$ cat src/rtl/leitor_teclado.sv
// 4x4 active-low key-matrix scanner with frame debounce; optional auto-repeat under LEITOR_REPETE_EN.
// Latency: Valida rises 1 cycle after the DEB-th matching frame close; frame = 4*DIV cycles.
// Backpressure: valid/ack handshake; an event arriving while Valida is pending and un-acked is dropped and sets sticky Estouro.
module leitor_teclado #(
    parameter int DIV = 1000,
    parameter int DEB = 3,
    parameter int REP = 32
) (
    input  logic       Clk,
    input  logic       Rst,
    input  logic [3:0] Lin,
    output logic [3:0] Col,
    output logic [3:0] Tecla,
    output logic       Valida,
    input  logic       Ack,
    output logic       Estouro
);

    localparam int PW = (DIV > 1) ? $clog2(DIV) : 1;

    typedef enum logic [1:0] {IDLE, CONF, HELD, REL} estado_t;

    logic [PW-1:0] presc;
    logic [1:0]    col_idx;
    logic [3:0]    sync1, sync2;
    logic [1:0]    acc_n;
    logic [3:0]    acc_code;
    logic          tick, fecha;

    logic [3:0] rows_low;
    logic [2:0] n_col, n_sum;
    logic [1:0] row_enc, frame_n;
    logic [3:0] frame_code;
    logic       f_none, f_single, hit, conf_done, rep_fire;

    estado_t    st, st_nxt;
    logic [3:0] cnt, cnt_nxt, cand, cand_nxt;
    logic       evt;
    logic [3:0] evt_code;

    assign tick  = (presc == PW'(DIV - 1));
    assign fecha = tick && (col_idx == 2'd3);
    assign Col   = ~(4'b0001 << col_idx);

    always_ff @(posedge Clk) begin
        if (Rst) begin
            presc    <= '0;
            col_idx  <= '0;
            sync1    <= 4'hF;
            sync2    <= 4'hF;
            acc_n    <= '0;
            acc_code <= '0;
        end else begin
            sync1 <= Lin;
            sync2 <= sync1;
            if (tick) begin
                presc   <= '0;
                col_idx <= col_idx + 2'd1;
                if (col_idx == 2'd3) begin
                    acc_n    <= '0;
                    acc_code <= '0;
                end else begin
                    acc_n    <= frame_n;
                    acc_code <= frame_code;
                end
            end else begin
                presc <= presc + PW'(1);
            end
        end
    end

    // Frame classification: low-row count saturates at 2 (anything >1 is MULTI).
    always_comb begin
        rows_low = ~sync2;
        n_col    = 3'(rows_low[0]) + 3'(rows_low[1]) + 3'(rows_low[2]) + 3'(rows_low[3]);
        row_enc  = 2'd0;
        for (int r = 3; r >= 0; r--) begin
            if (rows_low[r]) row_enc = 2'(r);
        end
        n_sum      = {1'b0, acc_n} + n_col;
        frame_n    = (n_sum >= 3'd2) ? 2'd2 : n_sum[1:0];
        frame_code = (n_col == 3'd1) ? {col_idx, row_enc} : acc_code;
    end

    assign f_none    = (frame_n == 2'd0);
    assign f_single  = (frame_n == 2'd1);
    assign hit       = f_single && (frame_code == cand);
    assign conf_done = ((cnt + 4'd1) == 4'(DEB));

`ifdef LEITOR_REPETE_EN
    localparam int RW = $clog2(REP + 1);
    logic [RW-1:0] rep_cnt;

    assign rep_fire = (st == HELD) && hit && (({1'b0, rep_cnt} + (RW+1)'(1)) == (RW+1)'(REP));

    // Cleared on any non-matching frame and whenever not already in HELD.
    always_ff @(posedge Clk) begin
        if (Rst) begin
            rep_cnt <= '0;
        end else if (fecha) begin
            if ((st == HELD) && hit)
                rep_cnt <= rep_fire ? '0 : rep_cnt + RW'(1);
            else
                rep_cnt <= '0;
        end
    end
`else
    assign rep_fire = 1'b0;
`endif

    always_ff @(posedge Clk) begin
        if (Rst) begin
            st   <= IDLE;
            cnt  <= '0;
            cand <= '0;
        end else begin
            st   <= st_nxt;
            cnt  <= cnt_nxt;
            cand <= cand_nxt;
        end
    end

    always_comb begin
        st_nxt   = st;
        cnt_nxt  = cnt;
        cand_nxt = cand;
        if (fecha) begin
            case (st)
                IDLE: begin
                    if (f_single) begin
                        cand_nxt = frame_code;
                        cnt_nxt  = 4'd1;
                        st_nxt   = (DEB == 1) ? HELD : CONF;
                    end
                end
                CONF: begin
                    if (hit) begin
                        cnt_nxt = cnt + 4'd1;
                        if (conf_done) st_nxt = HELD;
                    end else if (f_single) begin
                        cand_nxt = frame_code;
                        cnt_nxt  = 4'd1;
                    end else begin
                        st_nxt = IDLE;
                    end
                end
                HELD: begin
                    if (f_none) begin
                        cnt_nxt = 4'd1;
                        st_nxt  = (DEB == 1) ? IDLE : REL;
                    end
                end
                REL: begin
                    if (f_none) begin
                        cnt_nxt = cnt + 4'd1;
                        if (conf_done) st_nxt = IDLE;
                    end else begin
                        st_nxt = HELD;
                    end
                end
                default: st_nxt = IDLE;
            endcase
        end
    end

    always_comb begin
        evt      = 1'b0;
        evt_code = cand;
        if (fecha) begin
            case (st)
                IDLE: begin
                    if (f_single && (DEB == 1)) begin
                        evt      = 1'b1;
                        evt_code = frame_code;
                    end
                end
                CONF:    evt = hit && conf_done;
                HELD:    evt = rep_fire;
                default: evt = 1'b0;
            endcase
        end
    end

    // An accepting Ack in the same cycle frees the slot for the new event.
    always_ff @(posedge Clk) begin
        if (Rst) begin
            Tecla   <= 4'h0;
            Valida  <= 1'b0;
            Estouro <= 1'b0;
        end else if (evt) begin
            if (!Valida || Ack) begin
                Tecla  <= evt_code;
                Valida <= 1'b1;
            end else begin
                Estouro <= 1'b1;
            end
        end else if (Valida && Ack) begin
            Valida <= 1'b0;
        end
    end

endmodule

$ cat config.mk
export PLATFORM = sky130hd
export DESIGN_NAME = leitor_teclado
export DESIGN_NICKNAME = d
export VERILOG_FILES = /design/src/rtl/leitor_teclado.sv
export SDC_FILE = /design/constraint.sdc
export NUM_CORES = 1
export LEC_CHECK = 0
export CORE_UTILIZATION = 46
export CTS_BUF_LIST = sky130_fd_sc_hd__clkbuf_8
export DETAILED_ROUTE_END_ITERATION = 8
export GPL_ROUTABILITY_DRIVEN = 0
export GPL_TIMING_DRIVEN = 0
export MAX_ROUTING_LAYER = met4
export PLACE_DENSITY = 0.74
export SLEW_MARGIN = 20
export SYNTH_ARGS = -nofsm -noshare
export SYNTH_HDL_FRONTEND = slang
export SYNTH_SLANG_ARGS = --single-unit
$ cat constraint.sdc
create_clock -name Clk -period 6.1 [get_ports Clk]
set_input_delay 1.22 -clock Clk [delete_from_list [all_inputs] [get_ports Clk]]
set_output_delay 1.22 -clock Clk [all_outputs]
set_load 0.02 [all_outputs]
Word-level counts from Yosys, hierarchy flattened
Cells that the tools add are included.
Cells by class
  add/subtract/negate cells: 7
  multiply operators: 0
  div/mod/pow operators: 0
  $lt $le $gt $ge: 1
  equality and inequality tests: 17
  shift-type cells: 1
  multiplexer cells: 29
  bitwise gates (word level): 3
  reduce and logical (&&, ||, !) cells: 17
Operator list (number)
  4-bit 2-to-1 mux: 8
  2-bit 2-to-1 mux: 13
  4-bit one-hot mux with 4 select lines: 1
  10-bit by 1-bit adder with 10-bit output, second input constant: 1
  10-bit == test, second input constant: 1
  3-bit != test, second input constant: 3
  2-bit != test, second input constant: 4
  4-bit NOT: 2
  2-bit one-hot mux with 4 select lines: 1
  4-bit one-hot mux with 2 select lines: 1
  2-bit == test, second input constant: 3
  2-bit AND reduction: 3
  3-bit AND reduction: 2
  6-bit AND reduction: 1
  1-bit 2-to-1 mux: 5
  4-bit by 1-bit adder with 4-bit output, second input constant: 1
  2-bit by 1-bit == test with 1-bit output, second input constant: 2
  4-bit by 2-bit == test with 1-bit output, second input constant: 1
  4-bit == test: 1
  1-bit logical AND: 4
  2-bit logical NOT: 2
  2-bit nonzero test: 2
  1-bit by 2-bit << shifter with 4-bit output, first input constant: 1
  2-bit by 1-bit adder with 3-bit output: 1
  11 further kinds: 11
Storage, ports and cells
  register bits: 42
  bits in latches: 0
  RAM bits: 0
  bits in read-only memories: 0
  output and inout port bits: 10
  memories: 0

Depth between registers and ports, before layout
  depth after elaboration: 14
  mapped depth: 13

Worst setup path before layout
OpenSTA, ideal clock, no wires.
  path kind: reg-to-reg
  start point: register sync2[0]
  end point: register Tecla[0]
  setup time: 0.118 ns
  arrival time: 3.344 ns
  required time: 5.982 ns
  path slack: 2.638 ns
  cell stages (with the launch flop): 13
  path buffers: 1
  period minus slack after synthesis: 3.462 ns
  path through: dfxtp_1 -> inv_1 -> fa_1 -> ha_1 -> ha_1 -> inv_1 -> fa_1 -> xor2_1 -> nand3_1 -> or3_1 -> or4_4 -> buf_6 -> mux2i_1
Between the ends
  word-level cells in the longest chain between the ends: 13
  elaborated cells between the ends (all ways): 17
RTL lines
  from (decl): line 25  | logic [3:0] sync1, sync2;
  from (signal assigned): line 55  | sync2 <= sync1;
  4-bit NOT *: line 74  | rows_low = ~sync2;
  1-bit by 1-bit adder with 2-bit output: line 75  | n_col = 3'(rows_low[0]) + 3'(rows_low[1]) + 3'(rows_low[2]) + 3'(rows_low[3]);
  2-bit by 1-bit adder with 3-bit output: line 75
  3-bit by 1-bit adder with 3-bit output: line 75
  2-bit by 3-bit adder with 3-bit output: line 80  | n_sum = {1'b0, acc_n} + n_col;
  3-bit by 2-bit >= comparator with 1-bit output: line 81  | frame_n = (n_sum >= 3'd2) ? 2'd2 : n_sum[1:0];
  2-bit 2-to-1 mux: line 81
  2-bit by 1-bit == test with 1-bit output: line 86  | assign f_single = (frame_n == 2'd1);
  1-bit logical AND *: line 87  | assign hit = f_single && (frame_code == cand);
  1-bit logical AND *: line 177  | CONF: evt = hit && conf_done;
  1-bit 2-to-1 mux *: line 170  | case (st)
  1-bit 2-to-1 mux *: line 169  | if (fecha) begin
  2-bit AND reduction (no line) *
  to (signal assigned): line 192  | Tecla <= evt_code;
  to (decl): line 13  | output logic [3:0] Tecla,
Every way passes the cells marked *; elsewhere a longest branch is shown, timed or not.
A chain may end at the register's enable or synchronous reset.

Worst setup path in the final report
Ends and elaborated chain as after synthesis.

==> impl_metrics.json <==
{
  "p_seq_share_pct": 52.2,
  "cts_tree": "built",
  "syn_area_per_cell_um2": 8.66,
  "use_met1_pct": 22.9,
  "grt_use_total_pct": 18.1,
  "hold_path_depth": 1,
  "finalCritPeriodShare_pct": 61.1,
  "slowest_delay_ns": 0.54,
  "p_sw_uw": 121,
  "vias": 1662,
  "hpwl_um": 2770,
  "antenna_found_initial": 0,
  "placed_cells": 312,
  "r2r_cells": 12,
  "fp.dieH_um": 69.8,
  "grt_overflow": 0,
  "worstMarginPinSlew_ns": 0.538,
  "pwr-share-clk_pct": 40.2,
  "fmax_mhz": 268,
  "cts_sinks": 42,
  "h-tree-depth": 2,
  "ios": 17,
  "grt_max_degree": 14,
  "netlist_area_mm2": 0.00211,
  "peakVddDrop_mv": 0.143,
  "fin_crit_ns": 3.73,
  "ys_types": 46,
  "grt_pass1_vias": 1601,
  "hold_viol": 0,
  "p_leak_uw": 0.000976,
  "required_ns": 6.28,
  "slew_headroom_pct": 64.1,
  "rows": 24,
  "cts_resized": 0,
  "clock_path_buffers": 2,
  "intPower_uw": 417,
  "rsz0062_at_grt": "false",
  "clkLatencyLatePin_ns": 0.29,
  "cts_buffers": 5,
  "coreArea_mm2": 0.00438,
  "dieWidth_um": 69.8,
  "cts_hold_buffers": 0,
  "grt.busiest_layer": "met2",
  "worstPathArrival_ns": 3.91,
  "cts_setup_buffers": 0,
  "max-cap-violations": 0,
  "synth-seq-cells": 42,
  "synthCells": 244,
  "syn2layout_area_growth_pct": 15.9,
  "grtUsageMet2_pct": 28.2,
  "path_class": "reg2reg",
  "drt-pass1-iter-count": 5,
  "diodes": 0,
  "utilization_pct": 55.9,
  "fin_skew_ns": 0.00992,
  "clkTransAtPathRegs_ns": 0.08,
  "initial_utilization_pct": 48.2,
  "critPathSlowestCell": "or4_4",
  "use_met3_pct": 5.09,
  "setup.worst_path.end_class": "flop",
  "wirelength_um": 3860,
  "p_sw_share_pct": 22.5,
  "path_cells": "inv_1 -> fa_1 -> ha_1 -> ha_1 -> nor3b_4 -> mux2i_1 -> xnor2_1 -> nor4_4 -> nand3_2 -> or4_4 -> buf_6 -> mux2i_1",
  "worst-path-max-fanout": 5,
  "final_cells": 320,
  "wl_per_cell_um": 12.0,
  "clock_tree.root_cell": "clkbuf_8",
  "finalMaxSlewViolations": 0,
  "numPortBuffers": 16,
  "p_per_area_mw_per_mm2": 220,
  "ys_warn_count": 0,
  "die-area_mm2": 0.00487,
  "grt_pass1_wl_um": 6960,
  "cp-start-kind": "flop",
  "num-nets-final": 286,
  "seq_area_frac_synth_pct": 39.8,
  "drc_errors": 0,
  "hp-class": "reg2reg",
  "drive_gt1_share_pct": 11.2,
  "status": "complete, no violations",
  "finalSetupViolCount": 0,
  "pwr-share-comb_pct": 7.6,
  "drtAntennaViolNets": 0,
  "drtIter0Drc": 95,
  "finalSetupTns_ns": 0,
  "via_per_inst": 5.19,
  "syn_nets": 263
}
path summary, 6_finish.rpt:
kind / from / endpoint / slack [ns]
setup / recovery: sync2[0] / Tecla[0] / 2.37
hold / removal: sync1[0] / sync2[0] / 0.41
hold reg to reg: sync1[0] / sync2[0] / 0.41
setup reg to reg: sync2[0] / Tecla[0] / 2.37
sequential cells by signal (all words and copies together) (netlist names):
register,count
sync1,4
sync2,4
st,2
Valida,1
acc_n,2
cnt,4
Tecla,4
Estouro,1
col_idx,2
cand,4
acc_code,4
presc,10
cells in the final DEF (no fill, tap or decap), types with 3 or more instances in the layout:
master | synthesis | final
o21ai_0 | 8 | 8
nor3_1 | 4 | 4
dfxtp_1 | 42 | 42
mux2i_1 | 7 | 7
nor2_1 | 24 | 24
nand2b_1 | 4 | 4
ha_1 | 10 | 10
inv_1 | 17 | 18
nand3_1 | 10 | 10
nand2_1 | 26 | 26
clkbuf_1 | 5 | 5
and3_1 | 6 | 6
xnor2_1 | 9 | 9
clkdlybuf4s50_1 | 0 | 16
clkbuf_8 | 0 | 5
or2_2 | 11 | 11
xor2_1 | 4 | 4
or3_1 | 3 | 3
a21oi_1 | 18 | 18
layout make-up:
cell class                      instances  area, um^2
Inverter                               17        63.8
Multi-Input combinational cell        177        1170
Tap cell                               52        65.1
Buffer                                  8        38.8
Fill cell                             413        1940
Timing Repair Buffer                   16         160
Sequential cell                        42         841
Clock inverter                          3        41.3
Clock buffer                            5        68.8
logic make-up (layout without fill, tap and decap cells):
group                    Yosys count  count (layout)  synth area share [%]
AND/OR/NAND/NOR                  104             104                  26.8
flip-flops                        42              42                  39.8
AO/OA/AOI/OAI                     40              40                  11.3
buffers and inverters             25              49                  4.85
XOR/XNOR                          14              14                  6.16
adder cells (fa/ha/maj)           12              12                  7.82
multiplexers                       7               7                  3.32
per-stage QoR:
| stage | area, um^2 | total power [uW] | hold slack, ns | worst slack, ns |
|---|---|---|---|---|
| after floorplan | 2110 | 316 | 0.389 | 2.64 |
| after global placement | 2340 | 327 | 0.391 | 2.46 |
| after detailed placement | 2340 | 328 | 0.397 | 2.37 |
| after CTS | 2450 | 543 | 0.415 | 2.37 |
| after global routing | 2450 | 562 | 0.435 | 2.14 |
| final | 2450 | 538 | 0.410 | 2.37 |
critical path: cells and delay by family (launching register included):
| family | cells | cell delay, ns |
|---|---|---|
| flip-flops | 1 | 0.37 |
| AND/OR/NAND/NOR | 4 | 1.37 |
| XOR/XNOR | 1 | 0.17 |
| multiplexers | 2 | 0.48 |
| buffers and inverters | 2 | 0.24 |
| adder cells (fa/ha/maj) | 3 | 1.01 |
power by group through the flow:
stage / clock network [uW] / registers [uW] / logic [uW]
3_3_place_gp: 0 / 287 / 40.0
4_1_cts: 222 / 281 / 41.0
5_1_grt: 235 / 281 / 45.7
6_report: 216 / 281 / 40.9
3_5_place_dp: 0 / 287 / 40.8
2_1_floorplan: 0 / 287 / 29.6
layer usage:
layer | part of all wire, % | up-vias
li1 | - | 868
met1 | 50 | 753
met2 | 44 | 39
met3 | 4.9 | 2
met4 | 0.57 | 0
met5 | 0 | -
synth_stat cells (all sizes together):
library cell,count,area [um^2]
o21a,1,7.51
nor3,4,20.0
nor3b,2,26.3
buf,3,20.0
or2,11,68.8
o41ai,1,8.76
and2,2,12.5
inv,17,63.8
fa,2,40.0
nand2,27,104
a211oi,2,15.0
mux2i,7,70.1
a31o,1,8.76
o22ai,1,6.26
a21o,1,7.51
and3,7,48.8
nand4,3,25.0
clkbuf,5,18.8
or4,2,18.8
or3b,1,11.3
ha,10,125
nand4b,1,8.76
nor4,1,21.3
nand3,11,60.1
a31oi,2,12.5
a21oi,18,90.1
o21ai,8,40.0
or3,3,18.8
nor2,24,90.1
nor2b,1,6.26
dfxtp,42,841
a22o,2,17.5
o31a,2,17.5
xor2,5,51.3
nand2b,4,25.0
xnor2,9,78.8
o31ai,1,7.51
Power figures use the tool's default switching activity.
